$ cat src/rtl/fp_calc_pkg.sv
// Shared types and FP32 constants for the MiniS08 FP calculator operand path.
package fp_calc_pkg;

   typedef enum logic [2:0] {
      ST_IDLE,
      ST_ACCUM,
      ST_START,
      ST_WAIT,
      ST_OUT
   } acc_state_t;

   localparam int unsigned SIGN_BIT = 31;
   localparam int unsigned EXP_MSB  = 30;
   localparam int unsigned EXP_LSB  = 23;
   localparam int unsigned MAN_MSB  = 22;
   localparam int unsigned MAN_LSB  = 0;

   localparam logic [31:0] FP_QNAN = 32'h7FC0_0000;
   localparam logic [31:0] FP_ZERO = 32'h0000_0000;

   function automatic logic [31:0] fp_neg(input logic [31:0] x);
      logic [31:0] r;
      r           = x;
      r[SIGN_BIT] = ~x[SIGN_BIT];
      return r;
   endfunction

endpackage

$ cat src/rtl/fp_acc_watchdog.sv
// Add/sub completion watchdog: cleared by load, counts while run, flags expiry
// on the TIMEOUT_CYCLES-th run cycle. Only built with FP_ACC_WATCHDOG_EN.
module fp_acc_watchdog #(
   parameter int unsigned TIMEOUT_CYCLES = 64
) (
   input  logic clk,
   input  logic rst_n,
   input  logic load,
   input  logic run,
   output logic expire
);

   localparam int unsigned CW = $clog2(TIMEOUT_CYCLES + 1);

   logic [CW-1:0] cnt;
   logic          at_limit;

   assign at_limit = (cnt == CW'(TIMEOUT_CYCLES - 1));
   assign expire   = run & at_limit;

   always_ff @(posedge clk or negedge rst_n) begin
      if (!rst_n) begin
         cnt <= '0;
      end else if (load) begin
         cnt <= '0;
      end else if (run && !at_limit) begin
         cnt <= cnt + CW'(1);
      end
   end

endmodule

$ cat src/rtl/fp_accum_seq.sv
// FP32 packet accumulator driving the add/sub Start/sumdone handshake.
// Define FP_ACC_WATCHDOG_EN to build the add_done timeout watchdog and err flag.
module fp_accum_seq
   import fp_calc_pkg::*;
#(
   parameter int unsigned TIMEOUT_CYCLES = 64,
   parameter int unsigned CNT_W          = 8
) (
   input  logic             clk,
   input  logic             rst_n,
   input  logic             in_valid,
   output logic             in_ready,
   input  logic [31:0]      in_data,
   input  logic             in_sub,
   input  logic             in_last,
   output logic             add_start,
   output logic [31:0]      add_x,
   output logic [31:0]      add_y,
   input  logic             add_done,
   input  logic [31:0]      add_result,
   output logic             acc_valid,
   input  logic             acc_ready,
   output logic [31:0]      acc_result,
   output logic [CNT_W-1:0] acc_count,
   output logic             err
);

   if (TIMEOUT_CYCLES == 0) begin : g_bad_timeout
      $error("fp_accum_seq: TIMEOUT_CYCLES must be nonzero");
   end

   acc_state_t       state, state_nxt;
   logic [31:0]      acc, y_q;
   logic             last_q;
   logic [CNT_W-1:0] count;
   logic [31:0]      beat_val;
   logic             wd_expire;

   assign beat_val   = in_sub ? fp_neg(in_data) : in_data;
   assign acc_result = acc;
   assign acc_count  = count;

   always_ff @(posedge clk or negedge rst_n) begin
      if (!rst_n) state <= ST_IDLE;
      else        state <= state_nxt;
   end

   // add_done outside WAIT falls through every arm untouched, so late pulses are ignored.
   always_comb begin
      state_nxt = state;
      in_ready  = 1'b0;
      add_start = 1'b0;
      add_x     = '0;
      add_y     = '0;
      acc_valid = 1'b0;
      case (state)
         ST_IDLE: begin
            in_ready = 1'b1;
            if (in_valid) state_nxt = in_last ? ST_OUT : ST_ACCUM;
         end
         ST_ACCUM: begin
            in_ready = 1'b1;
            if (in_valid) state_nxt = ST_START;
         end
         ST_START: begin
            add_start = 1'b1;
            add_x     = acc;
            add_y     = y_q;
            state_nxt = ST_WAIT;
         end
         ST_WAIT: begin
            if (add_done)       state_nxt = last_q ? ST_OUT : ST_ACCUM;
            else if (wd_expire) state_nxt = ST_OUT;
         end
         ST_OUT: begin
            acc_valid = 1'b1;
            if (acc_ready) state_nxt = ST_IDLE;
         end
         default: state_nxt = ST_IDLE;
      endcase
   end

   always_ff @(posedge clk or negedge rst_n) begin
      if (!rst_n) begin
         acc    <= FP_ZERO;
         y_q    <= FP_ZERO;
         last_q <= 1'b0;
         count  <= '0;
      end else begin
         case (state)
            ST_IDLE: begin
               if (in_valid) begin
                  acc   <= beat_val;
                  count <= CNT_W'(1);
               end
            end
            ST_ACCUM: begin
               if (in_valid) begin
                  y_q    <= beat_val;
                  last_q <= in_last;
                  if (count != '1) count <= count + CNT_W'(1);
               end
            end
            ST_WAIT: begin
               if (add_done)       acc <= add_result;
               else if (wd_expire) acc <= FP_QNAN;
            end
            default: ;
         endcase
      end
   end

`ifdef FP_ACC_WATCHDOG_EN
   logic err_q;

   fp_acc_watchdog #(
      .TIMEOUT_CYCLES(TIMEOUT_CYCLES)
   ) u_watchdog (
      .clk    (clk),
      .rst_n  (rst_n),
      .load   (state == ST_START),
      .run    (state == ST_WAIT),
      .expire (wd_expire)
   );

   always_ff @(posedge clk or negedge rst_n) begin
      if (!rst_n)                                         err_q <= 1'b0;
      else if (state == ST_WAIT && !add_done && wd_expire) err_q <= 1'b1;
   end

   assign err = err_q;
`else
   assign wd_expire = 1'b0;
   assign err       = 1'b0;
`endif

endmodule

$ cat config.mk
export PLATFORM = sky130hd
export DESIGN_NAME = fp_accum_seq
export DESIGN_NICKNAME = d
export VERILOG_FILES = /design/src/rtl/fp_calc_pkg.sv /design/src/rtl/fp_acc_watchdog.sv /design/src/rtl/fp_accum_seq.sv
export SDC_FILE = /design/constraint.sdc
export NUM_CORES = 1
export LEC_CHECK = 0
export BUFFER_PORTS_ARGS = -buffer_cell sky130_fd_sc_hd__buf_2
export CAP_MARGIN = 20
export CORE_UTILIZATION = 30
export CTS_BUF_LIST = sky130_fd_sc_hd__clkbuf_8
export DETAILED_ROUTE_END_ITERATION = 10
export PLACE_DENSITY = 0.62
export SYNTH_ARGS = -nofsm -noshare
export SYNTH_HDL_FRONTEND = slang
export SYNTH_SLANG_ARGS = --single-unit
$ cat constraint.sdc
create_clock -name clk -period 1.5 [get_ports clk]
set_input_delay 0.3 -clock clk [delete_from_list [all_inputs] [get_ports clk]]
set_output_delay 0.3 -clock clk [all_outputs]
set_load 0.03 [all_outputs]
==> Word-level counts from Yosys, hierarchy flattened <==
Index checks and enable logic that the tools add are counted.
{ "totals": {"regBits": 76, "inputBits": 71, "elab_cells": 45, "out_inout_bits": 108} }
{ "op_classes": {"eq_ne": 10, "n_mux": 20, "n_bitwise": 1, "n_reduce_logical": 8, "n_addsub": 1} }
{ "op_table": {"columns": ["cell", "n"], "rows": [
  ["2-to-1 mux 32 bit", 5],
  ["one-hot mux 32 bit (2 select lines)", 1],
  ["2-to-1 mux 8 bit", 3],
  ["2-to-1 mux 3 bit", 6],
  ["one-hot mux 8 bit (2 select lines)", 1],
  ["one-hot mux 3 bit (5 select lines)", 1],
  ["inequality test 2 bit (second input constant)", 5],
  ["adder 8 x 1 -> 8 bit (second input constant)", 1],
  ["inequality test 8 bit (second input constant)", 1],
  ["AND reduction 4 bit", 2],
  ["equality test 3 x 2 -> 1 bit (second input constant)", 2],
  ["nonzero test 2 bit", 2],
  ["equality test 3 x 1 -> 1 bit (second input constant)", 1],
  ["equality test 3 bit (second input constant)", 1],
  ["zero test 3 bit", 1],
  ["2-to-1 mux 1 bit", 3],
  ["AND reduction 3 bit", 1],
  ["AND reduction 2 bit", 1],
  ["OR reduction 2 bit", 1],
  ["NOT 1 bit", 1]
]} }

==> Logic depth before layout (Yosys ltp) <==
{ "depth": {"depth_word": 4, "mapped_depth": 6, "ltp_nobuf": 4} }

==> Worst setup path after synthesis <==
OpenSTA, ideal clock, no wires.
{ "synth_path": {"kind": "register to output", "startpoint": "register state[0]", "endpoint": "output port add_y[21]", "n_path_buf": 2, "required_time_ps": 1200, "stages_incl_launch_ff": 5, "slack_ps": -308, "t_arrival_ps": 1508, "path_cell_list": "dfrtp_1 buf_6 nor3b_1 clkbuf_1 and2_1"} }
{ "synth_between": {"elab_chain_len": 2} }
{ "synth_rtl": {"columns": ["element", "line", "source"], "rows": [
  ["start, declared", "fp_accum_seq.sv:32", "acc_state_t state, state_nxt;"],
  ["start signal, assigned", "fp_accum_seq.sv:45", "else state <= state_nxt;"],
  ["equality test 3 x 2 -> 1 bit", "fp_accum_seq.sv:56", "case (state)"],
  ["2-to-1 mux 32 bit", "fp_accum_seq.sv:56", null],
  ["end, declared", "fp_accum_seq.sv:18", "output logic [31:0] add_y,"]
]} }
Every way passes these cells.

==> Worst setup path in the final report <==
{ "layout_path": {"startpoint": "register state[0]", "endpoint": "output port add_y[26]"} }
The elaborated chain is that of the path after synthesis.

==> impl_metrics.tcl <==
set metrics [dict create \
    cts_tree "built" \
    dp_hpwl_mm 7.79 \
    yosys.area_share.simple 0.246 \
    synth_area_leaders "dfrtp_1 (48%), mux2_2 (17%), and2_1 (10%), nand2_1 (9.6%), buf_2 (1.1%)" \
    wl_per_cell_um 16.1 \
    antenna_found_initial 0 \
    clk_latency_ps 350 \
    fin_crit_sh 1.31 \
    yosysTopAreaCell "dfrtp_1" \
    path_cells "nor3b_4 -> buf_6 -> clkbuf_16 -> and2_4 -> buf_6" \
    place_area_um2 5400 \
    required_ps 1200 \
    drt_wl_total_mm 12.7 \
    final_cell_area_um2 6620 \
    synthTopCellsByCount "nand2_1 (102), dfrtp_1 (76), and2_1 (64)" \
    die_area_um2 13800 \
    synth_compound_area_frac 0.0474 \
    status "finished with violations" \
    fmax_ghz 0.508 \
    period_needed_ps 1970 \
    grt_start_max_net_pins 77 \
    port_buffers 177 \
    crit_top_cell "buf_6" \
    row_count 41 \
    critPathTopFamily "buffers and inverters" \
    cts_buffer_depth 2 \
    start_util 0.312 \
    synth-adder-area-share 0.00314 \
    synthesis.nets 464 \
    ir_drop_mv 0.987 \
    numCtsBuffers 9 \
    synth_top_area_frac 0.477 \
    clk_pin_slew_ps 80 \
    finalSetupViolCount 141 \
    end_kind "output pin" \
    fin_setup_tns_ps -45480 \
    fillers 1139 \
    gr-total-overflow 0 \
    cp.arrival_ps 1670 \
    synth.area.mux_share 0.183 \
    dpl.cell_count 741 \
    violations "setup timing" \
    min_path_type "in -> reg" \
    synth_most_common_cell "nand2_1" \
    num_antenna_cells 0 \
    grt_setup_unrepaired "true" \
    slowest_delay_ps 430 \
    grt_pass1_wl_mm 19.5 \
    ys_async_sr_fraction 1.00 \
    area_growth_pct 65.9 \
    ys_ff_latch 76 \
    worst_hold_slack_ps 153 \
    drv_cap 0 \
    ant_nets 0 \
    first_iter_violations 182 \
    crit_fanout 5 \
    p_per_area_nw_per_um2 2090 \
    syn_inst 392 \
    ys.flop_type "dfrtp_1" \
    grt_pass1_vias 3856 \
    ioPinCount 179 \
    synth-xor-area-share 0.00220 \
    vias 3661 \
    synth_top_family_by_area "simple AND/OR/NAND/NOR gates" \
    start_kind "flop" \
    grt_use_total 0.180 \
    synth.avg_cell_area_um2 10.2 \
    fin_ws_ps -470 \
    synth_area_um2 3990 \
    cts-root-buf "clkbuf_8" \
    crit_type "reg -> out" \
    ys_seq_area_frac 0.477 \
    place_congestion 0.772 \
    coreArea_um2 12800 \
    synth_edf_count 0 \
    total_leakage_power_nw 3.29 \
    ys_warn_count 0 \
    drv_slew 0 \
    synth_cell_types 46 \
    critical_path_buf_inv_count 3 \
    stdcell_count 784 \
    drc 0 \
    post-place-ws_ps -237 \
    drive_gt1_frac 0.641 \
    vias_per_cell 4.67 \
    crit_path_top_delay_cell "dfrtp_2" \
    drt-pass1-iter-count 4 \
    layout.nets 680 \
    cts_sinks 76 \
    die_y_um 117 \
    cts_max_level 3 \
    final.setup_skew_ps 8.21 \
    final-hold-violation-count 0 \
    die_w_um 117 \
]
layout make-up:
cell class | instances | area [um^2] | area share
inverters | 5 | 18.8 | 0.00283
flip-flops and latches | 76 | 1910 | 0.288
well taps | 172 | 215 | 0.0325
clock buffers | 9 | 124 | 0.0187
multi-input cells | 286 | 2220 | 0.335
repair buffers | 230 | 2110 | 0.319
clock inverters | 6 | 26.3 | 0.00397
power by group:
part,total [mW],internal (mW),switching (mW)
registers,3.70,3.02,0.683
logic,8.86,4.38,4.48
clock network,1.28,0.565,0.714
final timing paths:
check | depth (start not counted) | endpoint | start | slack, ps
hold reg to reg | 2 | y_q[26] | y_q[26] | 480
max in group asynchronous | 3 | acc_count[0] | rst_n | 630
setup / recovery | 5 | add_y[26] | state[0] | -470
hold / removal | 3 | y_q[18] | in_data[18] | 150
setup reg to reg | 7 | acc_result[31] | state[0] | -460
min in group asynchronous | 3 | acc_result[13] | rst_n | 500
worst min-delay path: cells and delay by family:
| family | cells | cell delay, ps |
|---|---|---|
| buffers and inverters | 1 | 80 |
| AND/OR/NAND/NOR | 2 | 90 |
metal layers:
metal | GRT usage | vias up | wire [um]
met2 | 0.307 | 144 | 6270
met3 | 0.0443 | 13 | 825
li1 | - | 1739 | -
met4 | 0.0633 | 0 | 153
met1 | 0.219 | 1765 | 5400
met5 | 0 | - | 0
registers in the layout, indices dropped and copies added (netlist names):
register,cells
acc_count,8
acc_result,32
last_q,1
state,3
y_q,32
placed cells by master, fill, tap and decap left out, types with 3 or more instances in the layout:
master     synthesis  layout
clkinv_2           0       3
buf_2              9     109
buf_16             0       6
buf_4              2      16
and2_4             0      62
buf_8              0       4
dfrtp_1           76      73
nand2_1          102      99
clkbuf_8           0       9
nand3_1            4       4
buf_6              4      78
nand2_2            0       3
a21oi_1            7       6
dfrtp_2            0       3
mux2_4             0       4
clkbuf_16          0       5
buf_12             0      10
inv_1              5       8
mux2_2            62      59
kinds of logic after synthesis:
group / count (synthesis)
simple gates: 192
flops: 76
mux: 65
buf+inv: 31
compound gates: 25
fa+ha+maj: 1
other cells: 1
xor+xnor: 1
timing repair:
| item | 4_1_cts | 5_1_grt |
|---|---|---|
| hold buffers | 1 | 0 |
| buffers inserted | 12 | 3 |
| pin swaps | 18 | 27 |
| setup endpoints to repair | 116 | 142 |
| gates cloned | 7 | 6 |
| hold endpoints to repair | 76 | 0 |
| gates resized for setup | 107 | 114 |
metrics by stage:
stage	power [mW]	util
after floorplan	8.52	-
after global placement	10.3	0.423
after detailed placement	10.5	0.423
after CTS	13.1	0.487
after global routing	14.7	0.518
final	13.8	0.518
Note: power is estimated with default switching activity, not from simulation.
